File: src/rtl/led_pkg.sv
// Shared definitions for the 7-segment anode scanner: FSM states, the
// all-off anode pattern and the slot-index to active-low anode decode.
package led_pkg;

    typedef enum logic [1:0] {
        IDLE  = 2'd0,
        DRIVE = 2'd1,
        GAP   = 2'd2
    } state_t;

    localparam logic [3:0] AN_OFF = 4'b1111;

    function automatic logic [3:0] an_decode(input logic [1:0] idx);
        logic [3:0] onehot;
        onehot = 4'b0001 << idx;
        return ~onehot;
    endfunction

endpackage

File: src/rtl/slot_timer.sv
// Slot timer: counts the cycles of one digit slot and strobes the last DRIVE
// cycle and the last cycle of the whole slot. It holds at zero while stopped.
module slot_timer #(
    parameter int REFRESH_DIV  = 50000,
    parameter int BLANK_CYCLES = 500,
    parameter int CNT_W        = 16
) (
    input  logic clk,
    input  logic rst_n,
    input  logic run,
    output logic drive_done,
    output logic slot_done
);

    localparam logic [CNT_W-1:0] DRIVE_LAST = CNT_W'(REFRESH_DIV - BLANK_CYCLES - 1);
    localparam logic [CNT_W-1:0] SLOT_LAST  = CNT_W'(REFRESH_DIV - 1);

    logic [CNT_W-1:0] count;

    always_ff @(posedge clk or negedge rst_n) begin
        if (!rst_n) begin
            count <= '0;
        end else if (!run || slot_done) begin
            count <= '0;
        end else begin
            count <= count + CNT_W'(1);
        end
    end

    // With no blanking both strobes fire together and the FSM gives slot_done priority.
    assign drive_done = run && (count == DRIVE_LAST);
    assign slot_done  = run && (count == SLOT_LAST);

endmodule

File: src/rtl/led_scan.sv
// Time-multiplexed anode scanner for a 4-digit common-anode display: one digit
// per slot, a blanking gap at the end of each slot, and per-digit masking.
module led_scan
    import led_pkg::*;
#(
    parameter int REFRESH_DIV  = 50000,
    parameter int BLANK_CYCLES = 500,
    parameter int CNT_W        = 16
) (
    input  logic       clk,
    input  logic       rst_n,
    input  logic       en,
    input  logic [3:0] digit_mask,
    output logic [3:0] an,
    output logic [1:0] slot_idx,
    output logic       frame_tick
);

    state_t     state, state_nxt;
    logic [3:0] mask_q, mask_nxt;
    logic [3:0] an_nxt;
    logic [1:0] slot_nxt;
    logic [1:0] next_idx;
    logic       tick_nxt;
    logic       run;
    logic       drive_done;
    logic       slot_done;

    assign run      = en && (state != IDLE);
    assign next_idx = slot_idx + 2'd1;

    slot_timer #(
        .REFRESH_DIV (REFRESH_DIV),
        .BLANK_CYCLES(BLANK_CYCLES),
        .CNT_W       (CNT_W)
    ) u_timer (
        .clk       (clk),
        .rst_n     (rst_n),
        .run       (run),
        .drive_done(drive_done),
        .slot_done (slot_done)
    );

    always_ff @(posedge clk or negedge rst_n) begin
        if (!rst_n) begin
            state      <= IDLE;
            an         <= AN_OFF;
            slot_idx   <= 2'd0;
            frame_tick <= 1'b0;
            mask_q     <= 4'b0000;
        end else begin
            state      <= state_nxt;
            an         <= an_nxt;
            slot_idx   <= slot_nxt;
            frame_tick <= tick_nxt;
            mask_q     <= mask_nxt;
        end
    end

    // The mask is only resampled at slot boundaries, so a masked slot still takes its full time.
    always_comb begin
        state_nxt = state;
        an_nxt    = an;
        slot_nxt  = slot_idx;
        mask_nxt  = mask_q;
        tick_nxt  = 1'b0;

        if (!en) begin
            state_nxt = IDLE;
            an_nxt    = AN_OFF;
            slot_nxt  = 2'd0;
        end else begin
            case (state)
                IDLE: begin
                    state_nxt = DRIVE;
                    slot_nxt  = 2'd0;
                    mask_nxt  = digit_mask;
                    an_nxt    = digit_mask[0] ? an_decode(2'd0) : AN_OFF;
                end
                DRIVE, GAP: begin
                    if (slot_done) begin
                        state_nxt = DRIVE;
                        slot_nxt  = next_idx;
                        mask_nxt  = digit_mask;
                        an_nxt    = digit_mask[next_idx] ? an_decode(next_idx) : AN_OFF;
                        tick_nxt  = (slot_idx == 2'd3);
                    end else if (state == DRIVE && drive_done) begin
                        state_nxt = GAP;
                        an_nxt    = AN_OFF;
                    end else if (state == DRIVE) begin
                        an_nxt = mask_q[slot_idx] ? an_decode(slot_idx) : AN_OFF;
                    end else begin
                        an_nxt = AN_OFF;
                    end
                end
                default: begin
                    state_nxt = IDLE;
                    an_nxt    = AN_OFF;
                    slot_nxt  = 2'd0;
                end
            endcase
        end
    end

endmodule
File: config.mk
export PLATFORM = sky130hd
export DESIGN_NAME = led_scan
export DESIGN_NICKNAME = d
export VERILOG_FILES = /design/src/rtl/led_pkg.sv /design/src/rtl/slot_timer.sv /design/src/rtl/led_scan.sv
export SDC_FILE = /design/constraint.sdc
export NUM_CORES = 1
export LEC_CHECK = 0
export BUFFER_PORTS_ARGS = -buffer_cell sky130_fd_sc_hd__buf_2
export CAP_MARGIN = 20
export CORE_MARGIN = 2
export CORE_UTILIZATION = 50
export CTS_CLUSTER_SIZE = 30
export DETAILED_ROUTE_END_ITERATION = 8
export GPL_ROUTABILITY_DRIVEN = 0
export PLACE_DENSITY = 0.69
export REMOVE_ABC_BUFFERS = 1
export SETUP_SLACK_MARGIN = 0.3
export SYNTH_ARGS = -nofsm -noshare
export SYNTH_HDL_FRONTEND = slang
export SYNTH_HIERARCHICAL = 1
export SYNTH_SLANG_ARGS = --single-unit
File: constraint.sdc
create_clock -name clk -period 7.04 [get_ports clk]
set_input_delay 0.704 -clock clk [delete_from_list [all_inputs] [get_ports clk]]
set_output_delay 0.704 -clock clk [all_outputs]
set_load 0.02 [all_outputs]
# == Word-level counts from Yosys, hierarchy flattened ==
# Index checks and enable logic that the tools add are counted.
# word_totals
ff_bits,29
input_bits,7
output_inout_bits,7
# op_classes
add_sub_neg,2
magnitude_cmp,2
n_eq_ne,8
shift,2
mux,25
n_bitwise,2
reduce_logical,11
# ops
cell,count
"equality test 16 bit, second input constant",2
two-way mux 4 bit,7
"adder 16 x 1 -> 16 bit, second input constant",1
two-way mux 16 bit,1
one-hot mux 4 bit (2 select lines),2
two-way mux 2 bit,6
NOT 4 bit,2
"<< shifter 1 x 2 -> 4 bit, first input constant",2
"less-than comparator 2 x 3 -> 1 bit, second input constant",2
two-way mux 1 bit,6
binary-select mux 1 bit (select 2 bit),2
"equality test 2 bit, second input constant",2
logical AND 1 bit,4
"inequality test 4 x 3 -> 1 bit, second input constant",1
one-hot mux 2 bit (2 select lines),1
nonzero test 2 bit,2
"inequality test 3 x 2 -> 1 bit, second input constant",1
AND reduction 3 bit,1
"adder 2 x 1 -> 2 bit, second input constant",1
"equality test 2 x 1 -> 1 bit, second input constant",1
zero test 2 bit,1
"inequality test 2 x 1 -> 1 bit, second input constant",1
OR reduction 2 bit,1
zero test 1 bit,1
logical OR 1 bit,1

# == Depth between registers and ports, before layout ==
# Gate-level depths: netlist of the first run.
# logic_depth
word_depth,8
depth_mapped,10

# == Modules after synthesis ==
# Netlist of the first run, hierarchy kept.
# by_module_without_submodules
mod,n_inst,cells_per_inst,area_each_um2
slot_timer,1,85,834.6
led_scan,1,69,789.5

# == Worst setup path after synthesis of the first run ==
# OpenSTA, ideal clock, no wires.
# synth_timing
kind,input port to flip-flop
from,input en
to,register an[0]
setup_time_ns,0.094
t_arrival_ns,2.206
setup_slack_ns,4.740
stages,8
path_buffers,1
cell_sequence,nor2b_1 inv_1 or2_2 nor4_1 buf_4 or2b_1 a31oi_1 or4_1
# synth_via
word_cells_on_any_way,8
classes_between,4 x mux; 4 x reduce/logical
# synth_rtl
item,line_no,text
from (decl),led_scan.sv:12,"input logic en,"
logical AND 1 bit,led_scan.sv:29,assign run = en && (state != IDLE);
logical AND 1 bit,slot_timer.sv:32,assign slot_done = run && (count == SLOT_LAST);
via slot_done,led_scan.sv:27,logic slot_done;
two-way mux 4 bit,led_scan.sv:81,if (slot_done) begin
one-hot mux 4 bit (2 select lines),led_scan.sv:73,case (state)
two-way mux 4 bit,led_scan.sv:68,if (!en) begin
via an_nxt[0],led_scan.sv:21,logic [3:0] an_nxt;
to (signal assigned),led_scan.sv:53,an <= an_nxt;
to (decl),led_scan.sv:14,"output logic [3:0] an,"
# The timed path passes the listed nets, and every way through them passes these cells.
# A chain may end at the register's enable or synchronous reset.

# == Worst setup path after layout of the first run ==
# layout_timing
from,register state[0]
to,register an[0]
# layout_via
word_cells_on_any_way,14
classes_between,2 x eq/ne; 5 x mux; 7 x reduce/logical
# layout_rtl
item,line_no,text
from (decl),led_scan.sv:19,"state_t state, state_nxt;"
from (signal assigned),led_scan.sv:52,state <= state_nxt;
nonzero test 2 bit,led_scan.sv:29,
logical AND 1 bit,led_scan.sv:29,
via run,led_scan.sv:25,logic run;
logical AND 1 bit,slot_timer.sv:32,
via slot_done,led_scan.sv:27,
two-way mux 4 bit,led_scan.sv:81,
one-hot mux 4 bit (2 select lines),led_scan.sv:73,
two-way mux 4 bit,led_scan.sv:68,
via an_nxt[0],led_scan.sv:21,
# The timed path passes the listed nets, and every way through them passes these cells.

==> metrics, run 1 <==
Most used DFF post-synth dfrtp_1; Mapped Area 1620 sq um; Root Buffer clkbuf_4; Initial Utilization 52.8%; Die Width between 60 and 70 microns; vias 1189; ratio of cells with drive above 1 in the final layout 19.7%; Filler cells 271; status finished clean; worst hold path type input pin to async pin; sequential element share of the synthesized area 45.0%; final net count 191; 1st-iter DRT viols 37; Worst Reg-to-Reg Cells 10; Worst setup EP type register; postcts setup bufs 0; fin crit period 2670 ps; CP startpoint kind register; GR Layer Usage met3 4.48%; vias in the first global route 1102; number of synthesized flops with an enable pin 0; htree depth 2; Peak VDD IR between 0.1 and 0.15 mV; Final Hold Vio Count 0; #FFs+latches synth 29; post-synth cell types 34; grt total ovfl 0; Req. time, crit path 7280 ps; post-route clock period utilization 37.9%; DRT antenna net count 0; CP Class register to register; final count of negative-setup-slack endpoints 0; detailed-route DRC error count 0; CTS Buf Count 5; Ports 14; leakage approximately 0.71 nW; area growth from synthesis to layout 9.48%; first-pass GRT wire length just under 5000 microns; grt peak-use layer met2; worst hold margin 390 ps; WL final 2970 microns; Vert. Die Dim 61.0 microns; grt met1 use between 20 and 30%; Core Box Area ~3100 sq um; # diodes 0; Rel. slew slack 43.3%; clock buffer depth 2; HPWL after detailed placement 2170 microns; initial antenna violation count 0; Slew Limit Fails 0; PD cells 188 nW/um^2; Clk pin slew, worst setup/hold paths 90 ps; number of port buffers 13; Mapped Cells 154; Ys Warns 6; max cap viols 0; worst reg2reg startpoint state[0]; CTS resizes 0; Layout Skew 8.41 ps; Peak Freq 0.375 GHz; CTS sink cnt 29; total track usage 18.4%; Mean Syn Cell Area 10.5 sq um; crit path DAT around 2900 ps; clk_lat worst skew 320 ps; Routed WL per cell 13.7 microns; post-route setup TNS 0 ps; Vias per Instance between 5 and 6; num rows 20; reg2reg end an[0]; largest net degree at the start of global routing 30; async set-reset flop share out of synthesis 100%; TritonCTS clock tree done; FF-to-FF setup slack about 4400 ps; met2 usage 27.8%; Crit Path Max Fanout 6; Tightest Pin Transition 847 ps; DR pass1 iterations 4; cts hold-fix bufs 0; DIE AREA 3720 sq um; unrepaired setup endpoints after global routing false
power breakdown:
group	switching [mW]	total (mW)	leakage, nW	internal (mW)
clock	0.0545	0.0943	0.0265	0.0397
combinational	0.0288	0.0529	0.306	0.0241
sequential	0.00598	0.186	0.380	0.180
total	0.0893	0.334	0.713	0.244
metrics by stage:
step                      cells  instance area, sq um  power [mW]  utilization [%]  setup slack [ps]
final                       217                  1780       0.334             57.8              4370
after detailed placement    208                  1720       0.242             56.0              3790
after floorplan             151                  1600       0.226                -              4230
after CTS                   216                  1770       0.336             57.6              3940
after global placement      208                  1720       0.240             56.0              3860
after global routing        217                  1780       0.352             57.8              4200
metal layers:
layer / wire (microns) / part of all wire, % / up-vias
li1: - / - / 579
met1: 1450 / 49 / 573
met2: 1360 / 46 / 35
met3: 141 / 4.7 / 2
met4: 16 / 0.54 / 0
met5: 0 / 0 / -
worst max path at each step:
stage	start	to	slack (ps)	cells after the start
final	state[0]	an[0]	4370	10
after global placement	en	mask_q[3]	3860	8
after detailed placement	en	mask_q[0]	3790	8
after global routing	state[0]	an[0]	4200	10
after CTS	state[0]	mask_q[2]	3940	9
after floorplan	en	mask_q[0]	4230	7
synthesized netlist by cell type (6+ instances only):
library cell / n / area, sq um
ha_1: 12 / 150
nand2_1: 8 / 30.0
dfrtp_1: 25 / 626
nor3_1: 6 / 30.0
nor2_1: 23 / 86.3
xnor2_1: 13 / 114
a21oi_1: 7 / 35.0
mux2_2: 6 / 67.6
inv_1: 7 / 26.3
critical path, stage by stage, from the launching register on:
cell,delay [ps]
dfrtp_1,410
inv_1,60
ha_1,240
nor2b_1,250
inv_1,90
or2_2,310
nor4_1,330
clkbuf_2,260
or2b_1,190
a31oi_1,50
or4_1,400
final cells by class:
cell class	instances	area, sq um	area share, %
Clock buffer	8	48.8	2.74
Inverter	7	26.3	1.48
Multi-Input combinational cell	115	847	47.6
Sequential cell	29	731	41.1
Tap cell	44	55.1	3.10
Timing Repair Buffer	14	70.1	3.94
state kept, by name, indices dropped and copies added, names as in the netlist:
name,flops
u_timer/count,16
an,4
mask_q,4
slot_idx,2
state,2
frame_tick,1
cells in the final DEF (no fill, tap or decap), drive strengths merged, types with 2 or more instances in the layout:
cell type / instances
mux4: 2
xnor2: 13
clkbuf: 9
inv: 7
nand4: 5
nor2: 23
a21oi: 7
nand3: 4
a31oi: 4
or3: 4
nand2: 8
or4: 2
nand4b: 2
or2: 2
dfstp: 4
dfrtp: 25
buf: 13
nor3: 6
ha: 12
nor2b: 2
nor4: 3
mux2: 6
kinds of logic (layout without fill, tap and decap cells):
logic type	after synthesis	count (layout)	synth area share, %
and+or+nand+nor	66	66	21.3
DFF	29	29	45.0
AOI/OAI and AO/OA	14	14	6.32
xor gates and xnor gates	14	14	7.55
adders and majority gates	12	12	9.24
buffers and inverters	10	29	2.85
muxes	9	9	7.78
Note: power is estimated with default switching activity, not from simulation.
==> inputs of run 2 (changes only) <==
clock period = 2.6 ns   (was 7.04 ns; I/O delays follow)
==> run 2 against run 1 <==
Against the previous run:
- worst hold slack lost 220 ps
- sequential share of layout area is 3.3 points lower
- via count increased by 6.1%
- clock skew is 1.6 ps higher
- final cell count up 6.0%
- count of clock-buffer cells in the layout unchanged
- highest routed layer unchanged
- routed wire length up 9.1%
- power rose to 2.9 times the previous value
==> metrics, run 2 (synthesized netlist as in run 1, its figures left out) <==
status finished clean; leakage 0.784 nW (+10%); CTS Buf Count 5 (unchanged); Die Width 61.0 microns (unchanged); Peak Freq 0.454 GHz (+21%); Layout Skew 10.0 ps (+1.60 ps); Vert. Die Dim 61.0 microns (unchanged); HPWL after detailed placement 2110 microns (-2.4%); Slew Limit Fails 0 (unchanged); Tightest Pin Transition 613 ps (-234 ps); post-route clock period utilization 84.8% (+47 points); Peak VDD IR 0.300 mV (+180%); TritonCTS clock tree done; initial antenna violation count 0 (unchanged); Crit Path Max Fanout 4 (-2); max reg flops 16 (unchanged); critical path's slowest cell dfrtp_2; WL final 3250 microns (+9.1%); crit-path cells nor4bb_4 -> nand4b_1 -> or2_4 -> nor4_4 -> buf_4 -> or2b_1 -> a31oi_1 -> or4_1; clk_lat worst skew 340 ps (+20 ps); final count of negative-setup-slack endpoints 0 (unchanged); fin crit period 2200 ps (-463 ps); Buf/Inv on CP 1 (-2); worst hold path type input pin to register; Filler cells 243 (-10%); max cap viols 0 (unchanged); CTS sink cnt 29 (unchanged); vias in the first global route 1129 (+2.5%); # diodes 0 (unchanged); slowest cell delay on critical path 440 ps (+30 ps); Routed WL per cell 14.1 microns (+2.9%); DRT antenna net count 0 (unchanged); DIE AREA 3720 sq um (unchanged); Core Box Area 3080 sq um (unchanged); grt total ovfl 0 (unchanged); Ports 14 (unchanged); crit path DAT 2460 ps (-450 ps); htree depth 2 (unchanged); Clk pin slew, worst setup/hold paths 100 ps (about the same); CP Class register to register; Largest Register u_timer/count; detailed-route DRC error count 0 (unchanged); largest net degree at the start of global routing 30 (unchanged); number of port buffers 13 (unchanged); Root Buffer clkbuf_4; PD cells 491 nW/um^2 (+160%); most frequent cells in the layout nor2_1 (23), dfrtp_1 (23), xnor2_1 (13), buf_2 (13), buf_4 (13); Rel. slew slack 59.1% (+16 points); final net count 204 (+6.8%); Req. time, crit path 2860 ps (-4420 ps); Worst setup EP type register; 1st-iter DRT viols 57 (+54%); CP startpoint kind register; clock buffer depth 2 (unchanged); Vias per Instance 5.48 (about the same); Final Hold Vio Count 0 (unchanged); vias 1261 (+6.1%); area growth from synthesis to layout 19.6%; first-pass GRT wire length 5130 microns (+3.3%); worst setup margin 396 ps (-3980 ps); Place WS 219 ps (-3570 ps); total track usage 19.4% (+1.0 points); ratio of cells with drive above 1 in the final layout 29.6% (+9.9 points); unrepaired setup endpoints after global routing false; delay-heaviest family, CP simple AND/OR/NAND/NOR gates; Initial Utilization 52.8% (unchanged); num rows 20 (unchanged); Largest regs u_timer/count: 16 flops, an: 4 flops, mask_q: 4 flops; DR pass1 iterations 4 (unchanged); post-route setup TNS 0 ps (unchanged)
## run 2: final cells by class
class | instances | area, sq um | area share, %
multi-input cells | 115 | 896 | 46.1
repair buffers | 27 | 173 | 8.89
flip-flops and latches | 29 | 733 | 37.8
inverters | 7 | 26.3 | 1.35
well taps | 44 | 55.1 | 2.84
clock buffers | 8 | 58.8 | 3.03
## run 2: path summary, 6_finish.rpt
| check | end | slack [ps] | start | depth (start not counted) |
|---|---|---|---|---|
| worst max-delay path | an[0] | 400 | u_timer/count[5] | 8 |
| worst min-delay path | mask_q[2] | 170 | digit_mask[2] | 2 |
| worst max register to register | an[0] | 400 | u_timer/count[5] | 8 |
| worst min register to register | u_timer/count[0] | 490 | u_timer/count[0] | 1 |
| max in group asynchronous | u_timer/count[10] | 1700 | rst_n | 2 |
| min in group asynchronous | u_timer/count[8] | 450 | rst_n | 2 |
## run 2: power breakdown
part           total (mW)  internal, mW  switching, mW
combinational       0.155        0.0748         0.0800
sequential          0.504         0.489         0.0157
clock               0.295         0.133          0.161
total               0.954         0.697          0.257
## run 2: stage by stage
stage | cells | hold WS [ps] | power [mW] | instance area, sq um | util [%]
2_1_floorplan | 151 | -35.6 | 0.612 | 1600 | -
3_3_place_gp | 211 | 309 | 0.653 | 1750 | 56.7
3_5_place_dp | 211 | 323 | 0.660 | 1750 | 56.7
4_1_cts | 223 | 158 | 0.958 | 1850 | 60.2
5_1_grt | 230 | 162 | 1.01 | 1940 | 63.1
6_report | 230 | 173 | 0.954 | 1940 | 63.1
## run 2: what timing repair did
item,CTS,global route
setup buffers,3,7
endpoints found under the setup margin,9,9
resized for setup,3,8
pin swaps,1,0
hold endpoints to repair,25,0
hold buffers,1,0
## run 2: routing by layer
layer | up-vias | track usage (%) | wire [microns] | share of wire, %
met5 | - | 0 | 0 | 0
met4 | 0 | 8.70 | 72 | 2.2
met3 | 11 | 6.61 | 256 | 7.9
met2 | 58 | 28.3 | 1440 | 44
met1 | 590 | 26.2 | 1480 | 46
li1 | 602 | - | - | -
## run 2: worst register-to-register path: cells and delay by family, from the launching register on
family                 cells  cell delay [ps]
AOI/OAI and AO/OA          1               60
buffers and inverters      1              170
DFF                        1              440
and+or+nand+nor            6             1460
